<file path="src/rtl/nwr_target.sv">
// SRIO NWRITE / NWRITE_R target: decodes HELLO headers and streams payload to the user port.
// Define NWR_TARGET_RESP_EN to generate the single-beat response for NWRITE_R.
module nwr_target #(
    parameter int CHECK_DEST_ID = 1
) (
    input  logic        log_clk,
    input  logic        log_rst_n,
    input  logic [15:0] local_id,
    input  logic        treq_tvalid,
    output logic        treq_tready,
    input  logic        treq_tlast,
    input  logic [63:0] treq_tdata,
    input  logic [7:0]  treq_tkeep,
    input  logic [31:0] treq_tuser,
    output logic        tresp_tvalid,
    input  logic        tresp_tready,
    output logic        tresp_tlast,
    output logic [63:0] tresp_tdata,
    output logic [7:0]  tresp_tkeep,
    output logic [31:0] tresp_tuser,
    output logic        user_tvalid,
    input  logic        user_tready,
    output logic [63:0] user_tdata,
    output logic [7:0]  user_tkeep,
    output logic        user_tfirst,
    output logic        user_tlast,
    output logic [33:0] user_addr,
    output logic [15:0] user_tsize,
    output logic        err_o,
    output logic [15:0] drop_cnt
);

    localparam logic [3:0] FTYPE_WRITE    = 4'd5;
    localparam logic [3:0] TTYPE_NWRITE   = 4'd4;
    localparam logic [3:0] TTYPE_NWRITE_R = 4'd5;

`ifdef NWR_TARGET_RESP_EN
    typedef enum logic [1:0] {IDLE, DATA, DROP, RESP} state_t;
`else
    typedef enum logic [1:0] {IDLE, DATA, DROP} state_t;
`endif

    state_t      state, state_next;
    logic [7:0]  size_r;
    logic [33:0] addr_r;
    logic [5:0]  beat_cnt;
    logic [15:0] drop_r;
    logic        hdr_ok, data_hs, len_err, resp_active;
    logic [5:0]  exp_beats;
`ifdef NWR_TARGET_RESP_EN
    logic [7:0]  tid_r;
    logic [1:0]  prio_r;
    logic [15:0] src_r;
    logic        nwr_r_r;
`endif

    function automatic logic [15:0] sat_inc(input logic [15:0] v);
        return (v == 16'hFFFF) ? v : v + 16'd1;
    endfunction

    function automatic logic [1:0] prio_inc(input logic [1:0] p);
        return (p == 2'd3) ? p : p + 2'd1;
    endfunction

    assign hdr_ok = (treq_tdata[55:52] == FTYPE_WRITE) &&
                    ((treq_tdata[51:48] == TTYPE_NWRITE) || (treq_tdata[51:48] == TTYPE_NWRITE_R)) &&
                    ((CHECK_DEST_ID == 0) || (treq_tuser[15:0] == local_id));
    assign data_hs   = treq_tvalid && user_tready;
    assign exp_beats = {1'b0, size_r[7:3]} + 6'd1;
    assign len_err   = treq_tlast && ((beat_cnt + 6'd1) != exp_beats);

    always_ff @(posedge log_clk) begin
        if (!log_rst_n) state <= IDLE;
        else            state <= state_next;
    end

    always_comb begin
        state_next = state;
        case (state)
            IDLE: if (treq_tvalid && !treq_tlast) state_next = hdr_ok ? DATA : DROP;
            DATA: if (data_hs && treq_tlast) begin
                state_next = IDLE;
`ifdef NWR_TARGET_RESP_EN
                if (nwr_r_r && !len_err) state_next = RESP;
`endif
            end
            DROP: if (treq_tvalid && treq_tlast) state_next = IDLE;
`ifdef NWR_TARGET_RESP_EN
            RESP: if (tresp_tready) state_next = IDLE;
`endif
            default: state_next = IDLE;
        endcase
    end

    // Outputs are held quiet for as long as reset is asserted, not just after the first edge.
    always_comb begin
        treq_tready = 1'b0;
        user_tvalid = 1'b0;
        user_tfirst = 1'b0;
        user_tlast  = 1'b0;
        err_o       = 1'b0;
        resp_active = 1'b0;
        if (log_rst_n) begin
            case (state)
                IDLE: begin
                    treq_tready = 1'b1;
                    err_o       = treq_tvalid && treq_tlast;
                end
                DATA: begin
                    treq_tready = user_tready;
                    user_tvalid = treq_tvalid;
                    user_tfirst = treq_tvalid && (beat_cnt == 6'd0);
                    user_tlast  = treq_tvalid && treq_tlast;
                    err_o       = data_hs && len_err;
                end
                DROP: treq_tready = 1'b1;
`ifdef NWR_TARGET_RESP_EN
                RESP: resp_active = 1'b1;
`endif
                default: treq_tready = 1'b0;
            endcase
        end
    end

    always_ff @(posedge log_clk) begin
        if (!log_rst_n) begin
            size_r   <= '0;
            addr_r   <= '0;
            beat_cnt <= '0;
            drop_r   <= '0;
`ifdef NWR_TARGET_RESP_EN
            tid_r    <= '0;
            prio_r   <= '0;
            src_r    <= '0;
            nwr_r_r  <= 1'b0;
`endif
        end else if (state == IDLE && treq_tvalid) begin
            size_r   <= treq_tdata[43:36];
            addr_r   <= treq_tdata[33:0];
            beat_cnt <= '0;
`ifdef NWR_TARGET_RESP_EN
            tid_r    <= treq_tdata[63:56];
            prio_r   <= treq_tdata[46:45];
            src_r    <= treq_tuser[31:16];
            nwr_r_r  <= (treq_tdata[51:48] == TTYPE_NWRITE_R);
`endif
            if (treq_tlast || !hdr_ok) drop_r <= sat_inc(drop_r);
        end else if (state == DATA && data_hs) begin
            beat_cnt <= beat_cnt + 6'd1;
        end
    end

    assign user_tdata = treq_tdata;
    assign user_tkeep = treq_tkeep;
    assign user_addr  = addr_r;
    assign user_tsize = {8'h00, size_r} + 16'd1;
    assign drop_cnt   = drop_r;

`ifdef NWR_TARGET_RESP_EN
    assign tresp_tvalid = resp_active;
    assign tresp_tlast  = resp_active;
    assign tresp_tkeep  = {8{resp_active}};
    assign tresp_tdata  = {tid_r, 4'hD, 4'h0, 1'b0, prio_inc(prio_r), 1'b0, 8'h00, 36'h0};
    assign tresp_tuser  = {local_id, src_r};
`else
    logic unused;
    assign unused       = &{1'b0, treq_tuser[31:16], tresp_tready, resp_active};
    assign tresp_tvalid = 1'b0;
    assign tresp_tlast  = 1'b0;
    assign tresp_tkeep  = '0;
    assign tresp_tdata  = '0;
    assign tresp_tuser  = '0;
`endif

endmodule
</file>
<file path="config.mk">
export PLATFORM = sky130hd
export DESIGN_NAME = nwr_target
export DESIGN_NICKNAME = d
export VERILOG_FILES = /design/src/rtl/nwr_target.sv
export SDC_FILE = /design/constraint.sdc
export NUM_CORES = 1
export LEC_CHECK = 0
export CAP_MARGIN = 20
export CELL_PAD_IN_SITES_DETAIL_PLACEMENT = 1
export CELL_PAD_IN_SITES_GLOBAL_PLACEMENT = 1
export CORE_MARGIN = 3
export CORE_UTILIZATION = 20
export CTS_CLUSTER_DIAMETER = 200
export DETAILED_ROUTE_END_ITERATION = 7
export GPL_TIMING_DRIVEN = 0
export PLACE_DENSITY = 0.76
export SLEW_MARGIN = 10
export SYNTH_ARGS = -nofsm -noshare
export SYNTH_HDL_FRONTEND = slang
export SYNTH_SLANG_ARGS = --single-unit
</file>
<file path="constraint.sdc">
create_clock -name log_clk -period 2.09 [get_ports log_clk]
set_input_delay 0.627 -clock log_clk [delete_from_list [all_inputs] [get_ports log_clk]]
set_output_delay 0.627 -clock log_clk [all_outputs]
set_load 0.02 [all_outputs]
</file>
==> impl_metrics.ini, run 1 <==
[critical_path]
reg2reg_from = state[0]
crit_buf_inv = 2
critical-path-top-delay-family = flip-flops
crit_chain = inv_4, ha_4, xor2_2, nor4_4, a41oi_2, buf_4
path_max_fanout = 5
worst_path_largest_cell_delay_ps = 390
startpoint_type = flip-flop
arrival_ps = 1790
worstSetupStartpoint = beat_cnt[1]
setup.worst_path.end_class = output pin
worstSetupPathType = flip-flop to output pin
cpMaxStageDelayCell = dfxtp_4
cp.required_ps = 1460

[grt]
grt_pass1_vias = 4723
antenna_found_initial = 0
overflow = 0
grt_pass1_wl_um = 25100
grt_max_degree = 13
grt_usage = 0.130

[clock_network]
clk_pin_slew_ps = 60
clockBufferDepth = 2
insertion_delay_ps = 330
root_buffer = clkbuf_16
holdBufCountCts = 0
cts_sinks = 66
cts_tree = done
cts_buffers = 9
htreeDepth = 3

[timing]
min_period_over_period = 1.15
rsz0062_at_grt = true
clock.fmax_mhz = 414
whs_ps = 454
slew_headroom = 0.507
layout_setup_ws_ps = -323
final.min_clock_period_ps = 2410
setup_viol = 1
maxSlewViolCount = 0
tightest_slew_ps = 740
fin_skew_ps = 6.22
final-hold-violation-count = 0

[final_layout]
final_cells = 1223
multi_input_area_um2 = 2460
drive_above_1_share = 0.373
fillers = 2665
synthToLayoutAreaGrowth_pct = 77.6
fin_nets = 1069
fin_area_um2 = 8100
ff_latch_area_um2 = 1350
final_cell_mix = 200 x buf_4, 113 x conb_1, 102 x nand2_1, 100 x clkdlybuf4s50_1, 55 x dfxtp_1
final_common_cell = buf_4
antennaDiodeCount = 0

[logic_synthesis]
synth-edff-count = 0
synth_warnings = 0
synth_cells = 582
synthFlopType = dfxtp_1
synth-seq-cells = 66
netlist-cell-type-count = 45
synth_sequential_area_ratio = 0.290
avgSynthCellArea_um2 = 7.84
syn-cell-area_um2 = 4560
ys_async_sr_fraction = 0

[floorplanning]
die_y_um = 157
core_um2 = 22100
start_util = 0.206
die-width_um = 157
die_area_um2 = 24700
rows = 54
io_pins = 375

[place]
place.gp.congestion = 0.730
post-dp-hpwl_um = 14200
io_buffers = 220
dpl-instance-area_um2 = 7550
dp.cells = 1194
place_ws_ps = -1560

[run_status]
violations = setup timing
run_status = finished with violations

[route]
totalWireLength_um = 17500
vias = 4712
first_pass_iters = 4
drcViolationCount = 0
ant_nets = 0
wl_per_cell_um = 14.3
viasPerCell = 3.85
drtIter0Drc = 103

[power]
p_leak_uw = 0.00387
powerDensity_nw_per_um2 = 519
worst_ir_drop_vdd_mv = 0.341

[flow_run]
cap_violations = 0

[min_path]
worstHoldStart = user_addr[28]
hp-class = flip-flop to flip-flop
## metrics by stage
step           total power, uW  TNS [ps]   util
6_report                  4200      -323  0.367
5_1_grt                   4400      -516  0.367
4_1_cts                   4250      -369  0.360
3_5_place_dp              2700    -51750  0.342
3_3_place_gp              2690    -49250  0.342
2_1_floorplan             2170         0      -
## sequential cells by signal (all words and copies together), names as in the netlist
signal	flops
size_r	8
beat_cnt	6
user_addr	34
drop_cnt	16
state	2
## final timing paths
path / depth (start not counted) / slack (ps) / endpoint
setup / recovery: 6 / -320 / err_o
hold reg to reg: 2 / 450 / user_addr[28]
setup reg to reg: 7 / 140 / drop_cnt[15]
hold / removal: 2 / 450 / user_addr[28]
## cell families (layout without fill, tap and decap cells)
kind of cell,Yosys count,in the layout,synth area share
adder cells (fa/ha/maj),5,5,0.0137
AO/OA/AOI/OAI,79,79,0.101
other,1,113,0.000822
multiplexers,2,2,0.00439
buffers and inverters,213,462,0.333
XOR/XNOR,39,39,0.0749
flip-flops,66,66,0.290
AND/OR/NAND/NOR,177,177,0.182
## where the power goes
group	internal [uW]	switching [uW]
Combinational	615	689
Sequential	1310	43.2
Clock	956	594
Total	2880	1330
## what timing repair did
action                                  4_1_cts  5_1_grt
pin swaps                                    33       30
resized for setup                           317       81
buffers inserted                             11        2
gates cloned                                  2        0
endpoints found under the hold margin         0        0
endpoints found under the setup margin      111       42
## routing by layer
layer / track usage / wire length [um] / share of wire
met4: 0.0267 / 154 / 0.0088
met2: 0.246 / 9470 / 0.54
met3: 0.0410 / 1250 / 0.072
met1: 0.143 / 6600 / 0.38
met5: 0 / 0 / 0
## worst min-delay path: cells and delay by family (launching register included)
family	cells	cell delay [ps]
flops	1	310
simple gates	1	50
compound gates	1	50
## final cells by class
class / instances / share of cell area
Multi-Input combinational cell: 415 / 0.303
Clock buffer: 10 / 0.0295
Inverter: 7 / 0.00355
Timing Repair Buffer: 235 / 0.259
Sequential cell: 66 / 0.167
Buffer: 204 / 0.186
Clock inverter: 6 / 0.00819
Tap cell: 280 / 0.0432
## Yosys cell counts (5+ instances only)
master / number / area [um2]
nand3_1: 20 / 100
o31ai_1: 6 / 45.0
ha_1: 5 / 62.6
dfxtp_1: 66 / 1320
xor2_1: 27 / 236
buf_4: 185 / 1390
nor2_1: 13 / 48.8
inv_1: 7 / 26.3
nand2_1: 102 / 383
nor4_1: 5 / 31.3
clkbuf_1: 14 / 52.6
a21oi_1: 54 / 270
or4_1: 8 / 60.1
xnor2_1: 12 / 105
No activity file was read; power rests on OpenSTA's default activity.
==> inputs of run 2 (changes only) <==
CORE_MARGIN = 2   (was 3)
CTS_CLUSTER_DIAMETER = default   (was 200)
==> run 2 against run 1 <==
  * The run still ends with setup timing left
  * Combinational power hardly changed
  * Final cell count is 1.1% higher
  * Clock skew is 4.2 ps higher
  * Clock power hardly changed
  * Clock-buffer cell count stayed put
  * Die area is 2.5% lower
  * First-iteration DRC count is 24% lower
  * Maximum frequency is 2.5% higher
  * Worst setup slack better by 59 ps
  * Register-to-register slack worse by 50 ps
  * Largest power group unchanged
==> impl_metrics.ini, run 2 (synthesis gave the netlist of run 1 again) <==
[run_status]
run_status = finished with violations
violations = setup timing

[critical_path]
startpoint_type = flip-flop
crit_buf_inv = 1
worstSetupStartpoint = beat_cnt[4]
arrival_ps = 1730
cpMaxStageDelayCell = dfxtp_2
cp.required_ps = 1460
worstSetupPathType = flip-flop to output pin
path_max_fanout = 4
reg2reg_from = drop_cnt[7]
worst_path_largest_cell_delay_ps = 380
critical-path-top-delay-family = flip-flops
crit_chain = and3_1, nand3_2, xor2_2, xnor2_1, a41oi_2, buf_4
setup.worst_path.end_class = output pin

[timing]
final-hold-violation-count = 0
slew_headroom = 0.515
setup_viol = 2
whs_ps = 454
fin_skew_ps = 10.4
maxSlewViolCount = 0
clock.fmax_mhz = 425
tightest_slew_ps = 728
rsz0062_at_grt = true
min_period_over_period = 1.13
final.min_clock_period_ps = 2350
layout_setup_ws_ps = -264

[clock_network]
root_buffer = clkbuf_16
htreeDepth = 3
holdBufCountCts = 0
clk_pin_slew_ps = 60
cts_sinks = 66
insertion_delay_ps = 340
clockBufferDepth = 2
cts_buffers = 9
cts_tree = done

[route]
totalWireLength_um = 17100
vias = 4727
wl_per_cell_um = 13.8
drcViolationCount = 0
drtIter0Drc = 78
viasPerCell = 3.82
ant_nets = 0
first_pass_iters = 4

[floorplanning]
die_area_um2 = 24000
io_pins = 375
core_um2 = 22500
start_util = 0.203
rows = 55
die_y_um = 155
die-width_um = 155

[power]
worst_ir_drop_vdd_mv = 0.305
p_leak_uw = 0.00387
powerDensity_nw_per_um2 = 519

[grt]
grt_max_degree = 13
grt_pass1_wl_um = 25600
grt_usage = 0.135
grt_pass1_vias = 4823
overflow = 0
antenna_found_initial = 2

[place]
io_buffers = 220
place_ws_ps = -1590
place.gp.congestion = 0.734
post-dp-hpwl_um = 13600

[final_layout]
drive_above_1_share = 0.387
fin_nets = 1076
largest_register_ffs = 34
final_common_cell = buf_4
fillers = 2732
synthToLayoutAreaGrowth_pct = 79.1
final_cell_mix = 203 x buf_4, 113 x conb_1, 105 x clkdlybuf4s50_1, 101 x nand2_1, 52 x a21oi_1
utilization = 0.363

[flow_run]
cap_violations = 0

[min_path]
hp-class = flip-flop to flip-flop
worstHoldStart = user_addr[8]
==> run 2: cell types whose count changed in the layout (fill, tap and decap cells not counted), moves of 3 or more <==
cell / delta
clkdlybuf4s15_2: -3
dlygate4sd2_1: -7
clkdlybuf4s50_1: +5
dfxtp_1: -5
buf_4: +3
dfxtp_2: +3
buf_6: +4
nand3_2: -3
buf_2: +3
dlymetal6s2s_1: -3
==> run 2: per-layer routing <==
metal / wire, um / GRT usage / vias to the layer above / part of all wire
li1: - / - / 2342 / -
met1: 6550 / 0.151 / 2194 / 0.38
met2: 9020 / 0.247 / 176 / 0.53
met3: 1270 / 0.0396 / 15 / 0.074
met4: 218 / 0.0375 / 0 / 0.013
met5: 0 / 0 / - / 0
==> run 2: report_power, final <==
| part | total [uW] | leakage (uW) | switching (uW) | internal (uW) |
|---|---|---|---|---|
| combinational | 1330 | 0.00317 | 695 | 632 |
| clock | 1560 | 0.000149 | 603 | 958 |
| sequential | 1350 | 0.000548 | 44.0 | 1310 |
==> run 2: final timing paths <==
check	end	slack [ps]	cells after the start
max	err_o	-260	6
min	user_addr[8]	450	2
max reg2reg	drop_cnt[15]	90	8
min reg2reg	user_addr[8]	450	2
==> run 2: area by class of cell <==
class	count	area, um2	area share
Timing Repair Buffer	241	2140	0.262
Inverter	7	26.3	0.00322
Sequential cell	66	1360	0.167
Clock buffer	10	239	0.0293
Multi-Input combinational cell	415	2440	0.299
Buffer	205	1530	0.187
Antenna cell	1	2.50	0.000306
Tap cell	285	357	0.0437
Clock inverter	6	65.1	0.00797
==> run 2: worst reg2reg max path: cells and delay by family (launching register included) <==
family / cells / cell delay (ps)
buffers and inverters: 2 / 250
and+or+nand+nor: 3 / 790
AOI/OAI and AO/OA: 3 / 520
DFF: 1 / 370
==> run 2: metrics by stage <==
step	cell area [um2]	total power, uW	setup TNS [ps]	instances
finish	8170	4240	-355	1236
detailed placement	7560	2700	-50480	1199
CTS	7990	4290	-393	1229
global placement	7560	2680	-49740	1199
global route	8170	4450	-616	1236
floorplan	5000	2170	0	694
==> run 2: timing repair <==
item	in CTS	in global routing
cloned	1	0
pin swaps	29	37
setup endpoints to repair	115	31
gates resized for setup	324	94
buffers inserted	14	6
==> inputs of run 3 (changes only) <==
CTS_BUF_LIST = sky130_fd_sc_hd__clkbuf_2 sky130_fd_sc_hd__clkbuf_4 sky130_fd_sc_hd__clkbuf_8   (was default)
==> run 3 against run 2 <==
  * The flow still finishes with violations (setup timing)
  * Critical path depth is the same
  * Combinational power about the same
  * First-iteration DRC count grew 5.1%
  * Utilization fell by 0.41 points
  * Final area decreased by 1.1%
  * Clock-buffer cell count stayed put
  * Non-clock buffer count is 6 lower
  * Register-to-register slack barely moved
  * Clock power shrank 26%
==> impl_metrics.ini, run 3 (synthesis gave the netlist of run 1 again) <==
[floorplanning]
core_um2 = 22500
rows = 55
die_y_um = 155
start_util = 0.203
io_pins = 375
die-width_um = 155
die_area_um2 = 24000

[final_layout]
drive_above_1_share = 0.377
fillers = 2716
largest_register_ffs = 34
fin_nets = 1070
utilization = 0.359
final_cell_mix = 198 x buf_4, 113 x conb_1, 101 x nand2_1, 98 x clkdlybuf4s50_1, 53 x dfxtp_1
final_common_cell = buf_4
synthToLayoutAreaGrowth_pct = 77.1

[critical_path]
crit_chain = inv_2, ha_4, xor2_2, nor4_4, a41oi_2, buf_4
reg2reg_from = state[0]
arrival_ps = 1750
ff2ff_path_depth = 8
setup.worst_path.end_class = output pin
reg2reg_to = drop_cnt[3]
endpoint = err_o
worstSetupPathType = flip-flop to output pin
startpoint_type = flip-flop
path_max_fanout = 5
cp.required_ps = 1460
cpMaxStageDelayCell = dfxtp_4
cp_num_cells = 6
worst_path_largest_cell_delay_ps = 390
crit_buf_inv = 2
critical-path-top-delay-family = flip-flops
worstSetupStartpoint = beat_cnt[1]
r2r_setup_slack_ps = 100

[route]
viasPerCell = 3.84
drcViolationCount = 0
ant_nets = 0
first_pass_iters = 4
wl_per_cell_um = 13.8
totalWireLength_um = 17000
drtIter0Drc = 82
vias = 4718

[clock_network]
clockBufferDepth = 2
cts_sinks = 66
cts_tree = done
root_buffer = clkbuf_8
cts_buffers = 9
htreeDepth = 3
clk_pin_slew_ps = 90
insertion_delay_ps = 360

[timing]
setup_tns_ps = -532
tightest_slew_ps = 715
rsz0062_at_grt = true
slew_headroom = 0.523
layout_setup_ws_ps = -288
min_period_over_period = 1.14
final-hold-violation-count = 0
setup_viol = 3
final.min_clock_period_ps = 2380
clock.fmax_mhz = 421
fin_skew_ps = 10.8
maxSlewViolCount = 0

[power]
power_frac_seq = 0.353
p_leak_uw = 0.00387
cell_internal_pwr_uw = 2520
worst_ir_drop_vdd_mv = 0.291
p_switching_uw = 1300
comb_power_share = 0.346
powerDensity_nw_per_um2 = 472
p_sw_frac = 0.340
p_clk_frac = 0.301

[run_status]
violations = setup timing
run_status = finished with violations

[grt]
grt_pass1_wl_um = 25600
grt_max_degree = 13
grt_pass1_vias = 4843
grt_usage = 0.135
antenna_found_initial = 2
overflow = 0

[place]
post-dp-hpwl_um = 13600
io_buffers = 220
place.gp.congestion = 0.734

[flow_run]
cap_violations = 0

[min_path]
hp-class = flip-flop to flip-flop
run 3: cell types whose count changed in the layout (fill, tap and decap cells not counted), moves of 3 or more:
cell and change:
clkdlybuf4s50_1 -7, clkdlybuf4s15_2 +3, clkbuf_16 -9, clkbuf_2 -7, dlymetal6s2s_1 +3, dlygate4sd2_1 +9
dfxtp_1 +3, buf_4 -5, dfxtp_2 -5, clkbuf_8 +8
run 3: repair_timing:
action | 4_1_cts | 5_1_grt
hold buffers | 0 | 0
gates cloned | 1 | 0
resized for setup | 345 | 69
endpoints found under the setup margin | 106 | 31
buffers inserted | 13 | 1
pin swaps | 32 | 23
run 3: area by class of cell:
cell class | instances | area [um2] | area share
Buffer | 205 | 1530 | 0.189
Clock inverter | 6 | 65.1 | 0.00806
Tap cell | 285 | 357 | 0.0442
Multi-Input combinational cell | 415 | 2450 | 0.304
Timing Repair Buffer | 235 | 2140 | 0.265
Antenna cell | 1 | 2.50 | 0.000310
Clock buffer | 10 | 138 | 0.0170
Inverter | 7 | 26.3 | 0.00325
Sequential cell | 66 | 1370 | 0.169
run 3: how the worst min path moves through the flow:
stage / slack, ps / start / depth (start not counted) / to
final: 460 / user_addr[8] / 2 / user_addr[8]
after global routing: 480 / user_addr[23] / 2 / user_addr[23]
after CTS: 460 / user_addr[8] / 2 / user_addr[8]
after detailed placement: 450 / user_addr[8] / 2 / user_addr[8]
after global placement: 440 / user_addr[26] / 2 / user_addr[26]
after floorplan: 460 / state[0] / 1 / state[1]
run 3: power by group through the flow:
stage | Clock [uW] | Sequential (uW) | Combinational [uW]
detailed placement | 0 | 1380 | 1320
CTS | 1210 | 1350 | 1310
global placement | 0 | 1380 | 1310
global route | 1250 | 1360 | 1410
floorplan | 0 | 1430 | 748
finish | 1150 | 1350 | 1320
run 3: layer usage:
layer | track usage | part of all wire | vias to the layer above
li1 | - | - | 2327
met1 | 0.151 | 0.39 | 2199
met2 | 0.247 | 0.52 | 176
met3 | 0.0409 | 0.077 | 16
met4 | 0.0375 | 0.013 | 0
met5 | 0 | 0 | -
run 3: worst register-to-register path: stages, from the launching register on:
cell,delay (ps)
dfxtp_4,360
nor2_2,130
nand2_2,230
a41oi_4,300
o21ai_4,110
buf_8,160
buf_6,120
or4_1,470
nand2_1,80
run 3: metrics by stage:
step / hold slack (ps) / total power (uW) / instance area, um2 / std cells / setup WS, ps
after CTS: 461 / 3870 / 7930 / 1228 / -321
after global routing: 483 / 4020 / 8080 / 1230 / -373
after detailed placement: 449 / 2700 / 7560 / 1199 / -1590
after global placement: 441 / 2680 / 7560 / 1199 / -1590
final: 458 / 3810 / 8080 / 1230 / -288
after floorplan: 457 / 2170 / 5000 / 694 / 10.3
